File: src/rtl/serial_add_ctrl.sv
// Bit-serial adder: a single full-adder cell (two halfadd + OR) stepped LSB-first over WIDTH cycles.
// Optional subtract support is compiled in with SERIAL_ADD_SUB_EN (adds the sub port).

module halfadd (
    input  logic x,
    input  logic y,
    output logic s,
    output logic c
);
    assign s = x ^ y;
    assign c = x & y;
endmodule

// state | meaning
// IDLE  | waiting for operands, in_ready high (outside reset)
// RUN   | one sum bit per cycle, cnt = bits already produced
// DONE  | sum/cout presented with out_valid, waiting for out_ready
module serial_add_ctrl #(
    parameter int WIDTH = 8
) (
    input  logic             clk,
    input  logic             rst,
    input  logic             in_valid,
    output logic             in_ready,
    input  logic [WIDTH-1:0] a,
    input  logic [WIDTH-1:0] b,
    input  logic             cin,
    output logic             out_valid,
    input  logic             out_ready,
    output logic [WIDTH-1:0] sum,
    output logic             cout,
    output logic             busy
`ifdef SERIAL_ADD_SUB_EN
    ,
    input  logic             sub
`endif
);
    localparam int CNT_W = (WIDTH > 1) ? $clog2(WIDTH) : 1;
    localparam logic [CNT_W-1:0] CNT_LAST = CNT_W'(WIDTH - 1);
    localparam logic [CNT_W-1:0] CNT_ONE  = CNT_W'(1);

    localparam logic [1:0] IDLE = 2'd0;
    localparam logic [1:0] RUN  = 2'd1;
    localparam logic [1:0] DONE = 2'd2;

    logic [1:0]       state;
    logic [WIDTH-1:0] a_sh;
    logic [WIDTH-1:0] b_sh;
    logic             carry;
    logic [CNT_W-1:0] cnt;
    logic [WIDTH-1:0] b_load;
    logic             carry_load;
    logic             p_bit;
    logic             g_bit;
    logic             s_bit;
    logic             t_bit;
    logic             c_bit;

    halfadd u_ha0 (.x(a_sh[0]), .y(b_sh[0]), .s(p_bit), .c(g_bit));
    halfadd u_ha1 (.x(p_bit),   .y(carry),   .s(s_bit), .c(t_bit));
    assign c_bit = g_bit | t_bit;

`ifdef SERIAL_ADD_SUB_EN
    // a - b computed as a + ~b + 1; cout then means "no borrow"
    assign b_load     = sub ? ~b : b;
    assign carry_load = sub ? 1'b1 : cin;
`else
    assign b_load     = b;
    assign carry_load = cin;
`endif

    // rst gates in_ready so nothing is accepted on the reset edge itself
    assign in_ready  = (state == IDLE) && !rst;
    assign out_valid = (state == DONE);
    assign busy      = (state == RUN) || (state == DONE);

    always_ff @(posedge clk) begin
        if (rst) begin
            state <= IDLE;
            a_sh  <= '0;
            b_sh  <= '0;
            carry <= 1'b0;
            cnt   <= '0;
            sum   <= '0;
            cout  <= 1'b0;
        end else begin
            case (state)
                IDLE: begin
                    if (in_valid) begin
                        a_sh  <= a;
                        b_sh  <= b_load;
                        carry <= carry_load;
                        cnt   <= '0;
                        state <= RUN;
                    end
                end
                RUN: begin
                    carry <= c_bit;
                    a_sh  <= a_sh >> 1;
                    b_sh  <= b_sh >> 1;
                    sum   <= {s_bit, sum[WIDTH-1:1]};
                    if (cnt == CNT_LAST) begin
                        cout  <= c_bit;
                        state <= DONE;
                    end else begin
                        cnt <= cnt + CNT_ONE;
                    end
                end
                DONE: begin
                    if (out_ready) begin
                        state <= IDLE;
                    end
                end
                default: state <= IDLE;
            endcase
        end
    end
endmodule

File: config.mk
export PLATFORM = sky130hd
export DESIGN_NAME = serial_add_ctrl
export DESIGN_NICKNAME = d
export VERILOG_FILES = /design/src/rtl/serial_add_ctrl.sv
export SDC_FILE = /design/constraint.sdc
export NUM_CORES = 1
export LEC_CHECK = 0
export ABC_AREA = 1
export CORE_MARGIN = 3
export CORE_UTILIZATION = 49
export DETAILED_ROUTE_END_ITERATION = 8
export HOLD_SLACK_MARGIN = 0.05
export PLACE_DENSITY_LB_ADDON = 0.3
export SLEW_MARGIN = 5
export SYNTH_ARGS = -nofsm -noshare
export SYNTH_HDL_FRONTEND = slang
export SYNTH_HIERARCHICAL = 1
export SYNTH_SLANG_ARGS = --single-unit
File: constraint.sdc
create_clock -name clk -period 1.8 [get_ports clk]
set_input_delay 0.54 -clock clk [delete_from_list [all_inputs] [get_ports clk]]
set_output_delay 0.54 -clock clk [all_outputs]
set_load 0.02 [all_outputs]
==> run metrics, run 1 <==
initial antenna violation count 0; Die Wd 61.3 um; WHS Endpoint b_sh[7]$_SDFFE_PP0P_; Slew HR 78.1%; worst r2r src state[1]$_SDFFE_PP0P_; # nets final 285; Post-Syn Area 1500 um^2; Hold Fails Final Rpt 0; R2R cell count 8; drt total wl 3180 um; Max Cap Viol 0; XOR/XNOR Fraction of Synth Area 0%; Worst-Skew Late Latency 0.34 ns; mux cell area share after synthesis 0%; Rows 19; CTS sink cnt 31; Final Util 68.6%; DR pass1 iterations 4; syn nets 243; Root Buffer clkbuf_4; CTS tree done; number of global-route vias before repair 1,242; DR WL/cell 11.1 um; hold path startpoint b_sh[7]$_SDFFE_PP0P_; Final Total Pwr 0.00325 W; routed vias/inst 4.92; Reg-to-Reg End cnt[2]$_SDFFE_PP0P_; Synth Area in Compound Gates 10.0%; fin crit period 1.75 ns; CTS H-tree depth 2; Avg Synthesized Cell Area 7.03 um^2; Max Fclk 572 MHz; Die Y 61.3 um; initial core utilization 52.9%; Initial DRC Count 48; Seq/Total Area, Yosys 41.4%; CTS buffer count 5; share of cells above drive strength 1 13.7%; Vias 1,411; register area 622 um^2; unique cell type count in the Yosys netlist 21; Slew Limit Fails 0; Worst setup EP type primary output; crit path launch type flip-flop; Max Buffers Root-to-Sink 2; Post-DP HPWL 2210 um; die area 3760 um^2; Filler cells 258; Clock Skew 0.00731 ns; class of the worst hold path flip-flop to flip-flop; static leakage power 0.988 nW; Pwr Density 1680 nW/um^2; outcome complete, no violations; Setup Crit Path Kind flip-flop to primary output; dpl cells 279; Worst EP required 1.26 ns; area occupied by multi-input gates 769 um^2; VDD IR max 0.000956 V; Residual DRC 0; main combinational cell family by area after synthesis simple AND/OR/NAND/NOR gates; post-route insts no fill 287; setup violators final 0; Slew @ Worst Pin 0.329 ns; WHS 0.466 ns; diode count 0; R2R setup slack 0.25 ns; port buffer count 32; Setup Fix Bufs, Post-CTS 0; GRT Resource Usage Total 18.9%; Core ar. 2830 um^2; post-synthesis simple-gate area fraction 32.8%; critical path peak fanout 3; Post-Synth Adder-Cell Area 7.52%; grt ovf 0; Final Cycle Share 97.2%; Final GP Congestion 0.748; crit path DAT 1.21 ns; Layout area overhead 29.5%; Clk pin slew, worst setup/hold paths 0.09 ns; Boundary Pins 33; Hold Path Depth 2; yosys warns 6; first-pass GRT wire length 5230 um; cell count after synthesis 213; Post-DRT Antenna Nets 0; #FFs+latches synth 31; largest net degree at the start of global routing 27
flip-flops by register name, summed over array words and instances (netlist names):
register	count
cnt	3
carry	1
sum	8
b_sh	8
cout	1
a_sh	8
state	2
placed cells by master, fill, tap and decap left out:
cell type and instances:
a21oi_1 6, buf_2 1, buf_4 14, clkbuf_1 1
clkbuf_4 5, clkbuf_8 2, clkdlybuf4s50_1 19, dfxtp_1 30
dfxtp_2 1, dlygate4sd2_1 9, dlymetal6s2s_1 1, ha_1 7
ha_2 1, ha_4 1, inv_1 7, inv_2 2
inv_4 1, inv_6 1, nand2_1 60, nand2_2 2
nand2_4 1, nand3_1 4, nand4_1 2, nor2_1 51
nor2_2 2, o21ai_0 14, o21ai_1 10, or2_2 1
layer usage:
layer	track usage (%)	vias up	share of wire (%)
met4	9.29	0	2.1
met2	31.9	35	46
met1	22.4	616	46
met5	0	-	0
li1	-	752	-
met3	4.40	8	5.7
layout make-up:
cell class                 count  area share (%)
sequential                    31            32.1
multi-input combinational    162            39.7
timing repair buffer          44            20.2
inverter                      11            2.52
tap                           31            2.00
clock buffer                   8            3.55
stage by stage:
stage | setup TNS [ns] | setup WS (ns) | cell area (um^2)
floorplan | 0 | 0.256 | 1500
global placement | -0.434 | -0.434 | 1870
finish | 0 | 0.0503 | 1940
detailed placement | -0.427 | -0.427 | 1870
global route | -0.00242 | -0.00242 | 1940
CTS | 0 | 0.0192 | 1920
synth_stat cells (all sizes together):
master	n	share of area, %
nor2	53	14
a21oi	6	2.0
nand3	4	1.3
ha	9	7.5
or2	1	0.42
dfxtp	31	41
nand2	63	17
buf	9	4.9
nand4	2	0.84
inv	11	3.3
o21ai	24	8.0
how the worst max path moves through the flow:
stage / from / endpoint / cells past startpoint
2_1_floorplan: state[0]$_SDFFE_PP0P_ / in_ready / 4
3_3_place_gp: rst / in_ready / 3
3_5_place_dp: rst / in_ready / 3
4_1_cts: rst / in_ready / 3
5_1_grt: state[0]$_SDFFE_PP0P_ / out_valid / 4
6_report: state[0]$_SDFFE_PP0P_ / out_valid / 4
critical path, cell delays in order (launching register included):
cell	delay, ns
dfxtp_2	0.34
inv_1	0.07
buf_4	0.14
ha_2	0.18
buf_4	0.15
power breakdown:
part / switching, W / internal (W) / leakage, nW
logic: 0.00104 / 0.000663 / 0.694
registers: 0.000136 / 0.000942 / 0.256
clock network: 0.000236 / 0.000230 / 0.0386
total: 0.00142 / 0.00183 / 0.988
logic make-up (layout without fill, tap and decap cells):
logic type	after synthesis	count (layout)
simple gates	123	123
fa+ha+maj	9	9
compound gates	30	30
flops	31	31
buf+inv	20	63
timing repair:
| item | in CTS | in global routing |
|---|---|---|
| endpoints found under the setup margin | 12 | 2 |
| gates resized for setup | 21 | 8 |
| hold buffers | 0 | 0 |
| pin swaps | 0 | 2 |
Note: power is estimated with default switching activity, not from simulation.
==> run 2: changes to the inputs <==
CAP_MARGIN = 20   (was unset)
==> results of run 2 <==
Same layout as run 1: the final DEF is identical, and so are final timing and power.
